### src/rtl/fp32_pkg.sv
// Shared FP32 definitions for the sequential adder: FSM state encoding,
// format constants, unpacked-operand struct and the unpack helper.
package fp32_pkg;

  localparam int FP32_BIAS  = 127;
  localparam int FP32_EXP_W = 8;
  localparam int FP32_MAN_W = 23;

  localparam logic [31:0] FP32_QNAN = 32'h7FC00000;
  // First biased exponent that no longer encodes a finite value
  localparam logic [9:0]  FP32_EXP_MAX = 10'(2 * FP32_BIAS + 1);

  typedef enum logic [2:0] {
    S_IDLE, S_UNPACK, S_ALIGN, S_ADD, S_NORM, S_ROUND
  } state_t;

  typedef struct packed {
    logic                  sign;
    logic [FP32_EXP_W-1:0] exp;
    logic [FP32_MAN_W:0]   man;   // hidden bit included
    logic                  is_nan;
    logic                  is_inf;
    logic                  is_zero;
  } fp_unpk_t;

  // Subnormals (exp == 0) collapse to a signed zero with an all-zero mantissa.
  function automatic fp_unpk_t fp_unpack(input logic [31:0] x);
    fp_unpk_t u;
    u.sign    = x[31];
    u.is_zero = (x[30:23] == 8'h00);
    u.exp     = x[30:23];
    u.man     = u.is_zero ? 24'h0 : {1'b1, x[22:0]};
    u.is_inf  = (x[30:23] == 8'hFF) && (x[22:0] == 23'h0);
    u.is_nan  = (x[30:23] == 8'hFF) && (x[22:0] != 23'h0);
    return u;
  endfunction

endpackage

### src/rtl/lzc28.sv
// Combinational leading-zero counter over 28 bits; all-zero input gives 28.
module lzc28 (
  input  logic [27:0] x,
  output logic [4:0]  cnt
);

  // Upward scan: the highest set bit is the last one to write cnt.
  always_comb begin
    cnt = 5'd28;
    for (int i = 0; i < 28; i++)
      if (x[i]) cnt = 5'(27 - i);
  end

endmodule

### src/rtl/fp_add_seq.sv
// Multi-cycle FP32 adder, RNE rounding, subnormals flushed to zero.
// IDLE -> UNPACK -> ALIGN -> ADD -> NORM -> ROUND, done pulses after ROUND.
// Optional macro FPADD_SUB_EN adds the 'sub' port selecting A - B.
module fp_add_seq
  import fp32_pkg::*;
(
  input  logic        clk,
  input  logic        rst_n,
  input  logic        start,
  input  logic [31:0] A,
  input  logic [31:0] B,
`ifdef FPADD_SUB_EN
  input  logic        sub,
`endif
  output logic [31:0] result,
  output logic        busy,
  output logic        done
);

  state_t      state;
  logic [31:0] a_r, b_r, b_eff;
  fp_unpk_t    ua, ub;

  // ALIGN outputs
  logic        spec_vld, zero_sign, r_sign, eff_sub;
  logic [31:0] spec_val;
  logic [9:0]  r_exp;
  logic [26:0] big_m, small_m;
  // ADD / NORM outputs
  logic [27:0] sum_r;
  logic [26:0] nm;
  logic [9:0]  n_exp;
  logic        n_sign, n_zero;

`ifdef FPADD_SUB_EN
  logic sub_r;
  assign b_eff = {b_r[31] ^ sub_r, b_r[30:0]};
`else
  assign b_eff = b_r;
`endif

  assign busy = (state != S_IDLE);

  // ALIGN: order by magnitude, shift the small mantissa with sticky, flag specials
  logic        a_big, bg_sign, spec_vld_n, zero_sign_n;
  logic [7:0]  bg_exp, diff;
  logic [23:0] bg_man, sm_man;
  logic [26:0] sm_ext, sm_sh, sm_mask, small_n;
  logic [31:0] spec_val_n;
  always_comb begin
    a_big   = {ua.exp, ua.man} >= {ub.exp, ub.man};
    bg_sign = a_big ? ua.sign : ub.sign;
    bg_exp  = a_big ? ua.exp  : ub.exp;
    bg_man  = a_big ? ua.man  : ub.man;
    sm_man  = a_big ? ub.man  : ua.man;
    diff    = bg_exp - (a_big ? ub.exp : ua.exp);
    sm_ext  = {sm_man, 3'b000};
    sm_sh   = '0;
    sm_mask = '0;
    if (diff >= 8'd26) begin
      small_n = {26'h0, |sm_man};
    end else begin
      sm_sh   = sm_ext >> diff[4:0];
      sm_mask = (27'h1 << diff[4:0]) - 27'h1;
      small_n = {sm_sh[26:1], sm_sh[0] | (|(sm_ext & sm_mask))};
    end
    // Only -0 + -0 keeps a negative zero; every other exact zero is +0
    zero_sign_n = ua.is_zero & ub.is_zero & ua.sign & ub.sign;
    spec_vld_n  = 1'b1;
    spec_val_n  = FP32_QNAN;
    if (ua.is_nan || ub.is_nan || (ua.is_inf && ub.is_inf && (ua.sign != ub.sign)))
      spec_val_n = FP32_QNAN;
    else if (ua.is_inf)
      spec_val_n = {ua.sign, 8'hFF, 23'h0};
    else if (ub.is_inf)
      spec_val_n = {ub.sign, 8'hFF, 23'h0};
    else
      spec_vld_n = 1'b0;
  end

  // NORM: carry -> shift right one, otherwise left-justify via the LZ count
  logic [4:0]  lz;
  logic [26:0] nm_n;
  logic [9:0]  ne_n;
  logic        n_zero_n, n_sign_n;
  lzc28 u_lzc (.x(sum_r), .cnt(lz));
  always_comb begin
    n_sign_n = r_sign;
    if (sum_r[27]) begin
      nm_n = {sum_r[27:2], sum_r[1] | sum_r[0]};
      ne_n = r_exp + 10'd1;
    end else begin
      nm_n = sum_r[26:0] << (lz - 5'd1);
      ne_n = r_exp + 10'd1 - {5'b0, lz};
    end
    n_zero_n = ne_n[9] || (ne_n == 10'd0);
    if (sum_r == 28'h0) begin
      n_zero_n = 1'b1;
      n_sign_n = zero_sign;
    end
  end

  // ROUND: nearest-even on guard/round/sticky, then pack or pick the special
  logic        rnd;
  logic [24:0] m25;
  logic [9:0]  e2;
  logic [22:0] frac;
  logic [31:0] res_n;
  always_comb begin
    rnd  = nm[2] & (nm[1] | nm[0] | nm[3]);
    m25  = {1'b0, nm[26:3]} + {24'h0, rnd};
    e2   = n_exp + {9'h0, m25[24]};
    frac = m25[24] ? m25[23:1] : m25[22:0];
    if (spec_vld)               res_n = spec_val;
    else if (n_zero)            res_n = {n_sign, 31'h0};
    else if (e2 >= FP32_EXP_MAX) res_n = {n_sign, 8'hFF, 23'h0};
    else                        res_n = {n_sign, e2[7:0], frac};
  end

  // Control FSM: stage sequencing plus the registered result/done outputs
  always_ff @(posedge clk or negedge rst_n) begin
    if (!rst_n) begin
      state  <= S_IDLE;
      done   <= 1'b0;
      result <= 32'h0;
    end else begin
      done <= 1'b0;
      case (state)
        S_IDLE:   if (start) state <= S_UNPACK;
        S_UNPACK: state <= S_ALIGN;
        S_ALIGN:  state <= S_ADD;
        S_ADD:    state <= S_NORM;
        S_NORM:   state <= S_ROUND;
        S_ROUND: begin
          result <= res_n;
          done   <= 1'b1;
          state  <= S_IDLE;
        end
        default:  state <= S_IDLE;
      endcase
    end
  end

  // Datapath registers: each stage loads what the next stage consumes
  always_ff @(posedge clk) begin
    case (state)
      S_IDLE: if (start) begin
        a_r <= A;
        b_r <= B;
`ifdef FPADD_SUB_EN
        sub_r <= sub;
`endif
      end
      S_UNPACK: begin
        ua <= fp_unpack(a_r);
        ub <= fp_unpack(b_eff);
      end
      S_ALIGN: begin
        spec_vld  <= spec_vld_n;
        spec_val  <= spec_val_n;
        zero_sign <= zero_sign_n;
        r_sign    <= bg_sign;
        r_exp     <= {2'b00, bg_exp};
        big_m     <= {bg_man, 3'b000};
        small_m   <= small_n;
        eff_sub   <= ua.sign ^ ub.sign;
      end
      S_ADD: sum_r <= eff_sub ? ({1'b0, big_m} - {1'b0, small_m})
                              : ({1'b0, big_m} + {1'b0, small_m});
      S_NORM: begin
        nm     <= nm_n;
        n_exp  <= ne_n;
        n_sign <= n_sign_n;
        n_zero <= n_zero_n;
      end
      default: ;
    endcase
  end

endmodule
### config.mk
export PLATFORM = sky130hd
export DESIGN_NAME = fp_add_seq
export DESIGN_NICKNAME = d
export VERILOG_FILES = /design/src/rtl/fp32_pkg.sv /design/src/rtl/lzc28.sv /design/src/rtl/fp_add_seq.sv
export SDC_FILE = /design/constraint.sdc
export NUM_CORES = 1
export LEC_CHECK = 0
export ABC_AREA = 1
export CORE_MARGIN = 5
export CORE_UTILIZATION = 45
export DETAILED_ROUTE_END_ITERATION = 16
export HOLD_SLACK_MARGIN = 0.1
export PLACE_DENSITY = 0.63
export SLEW_MARGIN = 10
export SYNTH_ARGS = -nofsm -noshare
export SYNTH_HDL_FRONTEND = slang
export SYNTH_SLANG_ARGS = --single-unit
### constraint.sdc
create_clock -name clk -period 4.5 [get_ports clk]
set_input_delay 0.9 -clock clk [delete_from_list [all_inputs] [get_ports clk]]
set_output_delay 0.9 -clock clk [all_outputs]
set_load 0.01 [all_outputs]
==> metrics, run 1 <==
CTS tree done; Vias/cell 5.372; Worst Hold Slack between 0.4 and 0.5 ns; outcome completed; Crit path required time between 4 and 5 ns; Routed Antenna Nets 0; pwr dens between 800 and 900 nW/um^2; P&R area growth vs syn 16.44%; IO Port Bufs 100; # rows 75; number of clock sinks between 300 and 400; Post-synth ARST share 0.1184; Design Power approximately 19 mW; Starting Density 0.4519; CP peak stage delay between 0.4 and 0.5 ns; number of synthesized flops with an enable pin 268; # nets final ~2500; final cycle utilization of the critical path 0.9330; synthesized flop and latch total roughly 300; cell count after synthesis ~2300; Core Footprint around 42000 um^2; CP max-delay cell edfxtp_1; Non-Filler Instances a little under 3000; min cycle time layout about 4.2 ns; Leakage Power ~9.5 nW; Worst setup SP type flip-flop; ANT cells 0; number of library cell types mapped by synthesis 62; crit path max fanout 27; commonest non-fill, non-tap cell in the layout nand2_1; global placement routability congestion ~0.93; pin count of the biggest net entering global routing between 80 and 90; initial drt markers roughly 1200; most frequent cells in the layout nand2_1, inv_1, edfxtp_1; Worst-Skew Late Latency ~0.54 ns; synth warn 0; residual DRC count 0; Final Hold Violating Endpoints 0; Worst Hold Class flip-flop to flip-flop; wire length per cell between 15 and 20 um; root buf cell clkbuf_16; routed via count about 16000; clk buf depth 3; Reg clk slew, reported paths 0.06 ns; CTS buffer count 36; first-pass GRT wire length about 80 mm; die width roughly 210 um; GRT overflow 0; share of cells above drive strength 1 0.07321; crit path DAT 4.49 ns; CP Class flip-flop to flip-flop; CP endpoint kind flip-flop; sequential share of the synthesized area 0.4742; GRT Total Usage 0.2144; WL final 50.71 mm; H-Tree Depth 2; Die Y roughly 210 um; Post-Syn Area ~19000 um^2; placed cell count 2875; main flop type after synthesis edfxtp_1; vias in the first global route between 15000 and 20000; Final HPWL DP a little under 40 mm; most used cell, CP nand2_1; die area between 40000 and 50000 um^2; Final setup viols 0; highest clock rate about 240 MHz; Layout Skew about 0.023 ns; Mapped Nets between 2000 and 2500; Slew HR 0.3967; I/O pin count between 100 and 150; CTS hold repair buffers 0; Pre-Repair DR Iteration Count 6; initial antenna violation count 0; worst slew pin tran 0.8821 ns; synthesized area per cell 8.368 um^2; Max IR drop VDD approximately 0.42 mV; fin. max-slew vios 0; maxcap violations 0; Fill cells just under 4000
==> final timing paths <==
path / slack, ns / endpoint / depth (start not counted) / startpoint
hold / removal: 0.42 / ub[35] / 0 / b_eff[31]
hold reg to reg: 0.42 / ub[35] / 0 / b_eff[31]
min in group asynchronous: 0.47 / result[18] / 1 / rst_n
setup reg to reg: 0.30 / small_m[0] / 26 / ua[10]
setup / recovery: 0.30 / small_m[0] / 26 / ua[10]
max in group asynchronous: 3.52 / result[28] / 1 / rst_n
==> cell usage after synthesis (3+ instances only) <==
cell	n	area [um^2]
xor2_1	52	455.4
a31oi_1	11	68.82
nor2_2	3	18.77
inv_2	9	33.78
o22ai_1	9	56.30
a221oi_1	4	35.03
clkinv_1	4	15.01
dfrtp_1	36	900.9
mux2i_1	4	40.04
buf_1	9	33.78
xnor2_1	10	87.58
nor2_1	171	641.9
a21boi_0	5	37.54
nand3b_1	5	37.54
nand2_1	503	1888
o31ai_1	11	82.58
nand4_1	35	219.0
nand2_2	5	31.28
o21ai_1	18	90.09
o211ai_1	7	52.55
nand3_1	248	1241
a2bb2oi_1	9	78.83
inv_1	286	1074
a2111oi_0	3	26.28
a21oi_1	94	470.5
buf_6	4	45.04
nor3_1	24	120.1
o21bai_1	6	45.04
edfxtp_1	268	8048
clkbuf_1	48	180.2
or2_2	9	56.30
a32o_1	7	70.07
a22o_1	6	52.55
nor4_1	21	131.4
o21ai_0	162	810.8
o221ai_1	4	35.03
buf_2	21	105.1
ha_1	93	1164
==> layer usage <==
| layer | GRT usage | wire [um] | vias up |
|---|---|---|---|
| met3 | 0.02843 | 2125 | 102 |
| li1 | - | - | 7928 |
| met4 | 0.07924 | 1725 | 0 |
| met1 | 0.2768 | 21820 | 7379 |
| met2 | 0.3703 | 25040 | 400 |
| met5 | 0 | 0 | - |
==> cells by family (layout without fill, tap and decap cells) <==
| group | count (synthesis) | after routing | share of synthesized area |
|---|---|---|---|
| AOI/OAI and AO/OA | 373 | 373 | 0.1143 |
| xor gates and xnor gates | 62 | 62 | 0.02878 |
| adders and majority gates | 95 | 95 | 0.06379 |
| buffers and inverters | 382 | 531 | 0.07917 |
| DFF | 304 | 304 | 0.4742 |
| muxes | 5 | 5 | 0.002719 |
| and+or+nand+nor | 1034 | 1034 | 0.2371 |
==> registers in the layout (all words and copies together) (netlist names), 24 cells and up <==
signal and cells:
ub 36, a_r 32, b_eff 32, nm 27
result 32, ua 36, small_m 27, big_m 24
sum_r 28
==> worst max-delay path: cells and delay by family (launching register included) <==
| kind | cells | cell delay [ns] |
|---|---|---|
| compound gates | 2 | 0.21 |
| flops | 1 | 0.42 |
| fa+ha+maj | 2 | 0.51 |
| buf+inv | 5 | 0.62 |
| simple gates | 17 | 2.18 |
==> cell type report <==
class | count | area (um^2) | area share
repair buffers | 170 | 1559 | 0.07096
inverters | 299 | 1122 | 0.05108
well taps | 539 | 674.4 | 0.03069
flip-flops and latches | 304 | 8949 | 0.4073
clock inverters | 18 | 161.4 | 0.007346
clock buffers | 44 | 983.4 | 0.04476
multi-input cells | 1569 | 8522 | 0.3879
==> where the power goes <==
part,leakage (nW),switching (mW),total (mW),internal (mW)
clock network,0.553,1.14,2.82,1.67
logic,5.96,7.32,10.9,3.62
registers,2.94,0.558,4.91,4.35
total,9.46,9.02,18.7,9.64
==> per-stage QoR <==
step	TNS (ns)	util	setup WS, ns	cell area (um^2)
after global placement	0	0.4963	0.04646	20720
after CTS	0	0.5240	0.02159	21880
final	0	0.5261	0.3016	21970
after floorplan	0	-	0.3144	18870
after detailed placement	-0.04739	0.4963	-0.03804	20720
after global routing	-0.06033	0.5261	-0.05295	21970
==> what timing repair did <==
item / CTS / global route
endpoints found under the hold margin: 0 / 0
setup buffers: 0 / 6
endpoints found under the setup margin: 7 / 47
gates cloned: 0 / 0
resized for setup: 3 / 12
pin swaps: 0 / 1
Note: power is estimated with default switching activity, not from simulation.
==> inputs of run 2 (changes only) <==
SKIP_LAST_GASP = 1   (was unset)
==> run 2 against run 1 <==
Effect of this change: clock power about the same; non-clock buffer count unchanged; hold slack better by 0.00081 ns; critical endpoint unchanged; largest cell class unchanged.
==> metrics, run 2 (synthesis results as in run 1) <==
outcome completed; initial drt markers 1260; Final TNS setup 0 ns; crit path DAT 4.50 ns; Die Y ~210 um; die area around 46000 um^2; wire length per cell about 17 um; share of cells above drive strength 1 0.07280; residual DRC count 0; routed via count roughly 16000; Sw Share 0.4831; WL final approximately 51 mm; Crit path required time between 4 and 5 ns; Fill cells 3885; highest clock rate 238.1 MHz; placed cell count between 2000 and 3000; fin. max-slew vios 0; Leakage Power roughly 9.5 nW; global placement routability congestion a little over 0.9; commonest non-fill, non-tap cell in the layout nand2_1; root buf cell clkbuf_16; GRT Total Usage 0.2144; Layout Skew 0.02261 ns; Reg clk slew, reported paths approximately 0.06 ns; most frequent cells in the layout nand2_1, inv_1, edfxtp_1; Core Footprint between 40000 and 50000 um^2; IO Port Bufs 100; final cycle utilization of the critical path 0.9335; Routed Antenna Nets 0; initial antenna violation count 0; maxcap violations 0; Worst Hold Slack approximately 0.42 ns; P&R area growth vs syn 16.42%; # nets final about 2500; Design Power 18.66 mW; CP Class flip-flop to flip-flop; Final Hold Violating Endpoints 0; min cycle time layout roughly 4.2 ns; Worst Hold Class flip-flop to flip-flop; Worst-Skew Late Latency 0.54 ns; number of clock sinks around 300; CTS buffer count 36; H-Tree Depth 2; Worst setup SP type flip-flop; Slew HR 0.3967; Place WS -0.03804 ns; worst slew pin tran a little under 0.9 ns; CTS hold repair buffers 0; die width between 200 and 250 um; setup ws final about 0.3 ns; pin count of the biggest net entering global routing 83; Final setup viols 0; RSZ-0062 raised after global routing true; flop-to-flop setup slack between 0.2 and 0.3 ns; clock share of power 0.151; vias in the first global route approximately 15000; Comb power frac 0.586; Max IR drop VDD 0.4226 mV; largest registers ua x36, ub x36; CP endpoint kind flip-flop; crit path max fanout 27; Non-Filler Instances slightly below 3000; pwr dens around 850 nW/um^2; Starting Density 0.4519; first-pass GRT wire length roughly 80 mm; Int Power slightly below 10 mW; sequential share of power 0.263; clk buf depth 3; I/O pin count between 100 and 150; # rows 75; Switch Pwr about 9 mW; GRT overflow 0; Final HPWL DP approximately 39 mm; Pre-Repair DR Iteration Count 6; ANT cells 0; Vias/cell between 5 and 6; CTS tree done
==> run 2: cell counts in the layout (fill, tap and decap cells not counted) <==
Identical to the previous run, type by type.
==> run 2: power by group through the flow <==
stage | clock network, mW | registers [mW] | logic [mW]
floorplan | 0 | 4.82 | 7.50
global placement | 0 | 4.94 | 10.7
detailed placement | 0 | 4.96 | 10.8
CTS | 2.89 | 4.91 | 10.8
global route | 3.01 | 5.00 | 12.2
finish | 2.81 | 4.91 | 10.9
==> run 2: metal layers <==
layer  routed length, um  track usage
met1               21730       0.2768
met2               24980       0.3703
met3                2096      0.02843
met4                1859      0.07924
met5                   0            0
==> run 2: cell type report <==
type	count	area, um^2	share of cell area
clock buffer	44	983.4	0.04477
clock inverter	18	161.4	0.007347
inverter	299	1122	0.05109
multi-input combinational	1569	8519	0.3878
sequential	304	8949	0.4073
tap	539	674.4	0.03070
timing repair buffer	170	1559	0.07096
==> run 2: metrics by stage <==
stage                       util  area (um^2)
after floorplan                -        18870
after global placement    0.4963        20720
after detailed placement  0.4963        20720
after CTS                 0.5240        21880
after global routing      0.5261        21970
final                     0.5261        21970
==> run 2: what timing repair did <==
item                                    in CTS  in global routing
endpoints found under the setup margin       7                 47
resized for setup                            3                 11
buffers inserted                             0                  6
pin swaps                                    0                  1
==> run 2: critical path, stage by stage (launching register included) <==
cell	delay, ns
edfxtp_1	0.42
ha_1	0.32
inv_1	0.06
nor3_2	0.36
nand2_1	0.11
nand3_1	0.08
nand2_1	0.05
nand2_1	0.16
nand2_1	0.09
nand3_2	0.12
o21ai_1	0.09
or2_1	0.25
ha_1	0.19
inv_1	0.07
nand3_1	0.08
nand2_1	0.16
buf_4	0.31
nand2_1	0.20
inv_1	0.15
o21a_1	0.12
nor2_1	0.06
nand2_1	0.06
nand3_1	0.07
nor3_1	0.15
nand3_1	0.11
nand2_1	0.07
inv_1	0.03
==> run 2: worst paths after layout <==
check	from	end	depth (start not counted)
min in group asynchronous	rst_n	result[18]	1
worst max register to register	ua[10]	small_m[0]	26
max in group asynchronous	rst_n	result[28]	1
worst min-delay path	b_eff[31]	ub[35]	0
worst min register to register	b_eff[31]	ub[35]	0
worst max-delay path	ua[10]	small_m[0]	26
==> inputs of run 3 (changes only) <==
CAP_MARGIN = 20   (was unset)
HOLD_SLACK_MARGIN = 0.15   (was 0.1)
==> results of run 3 <==
No change in the layout: final DEF, timing and power equal those of run 2.
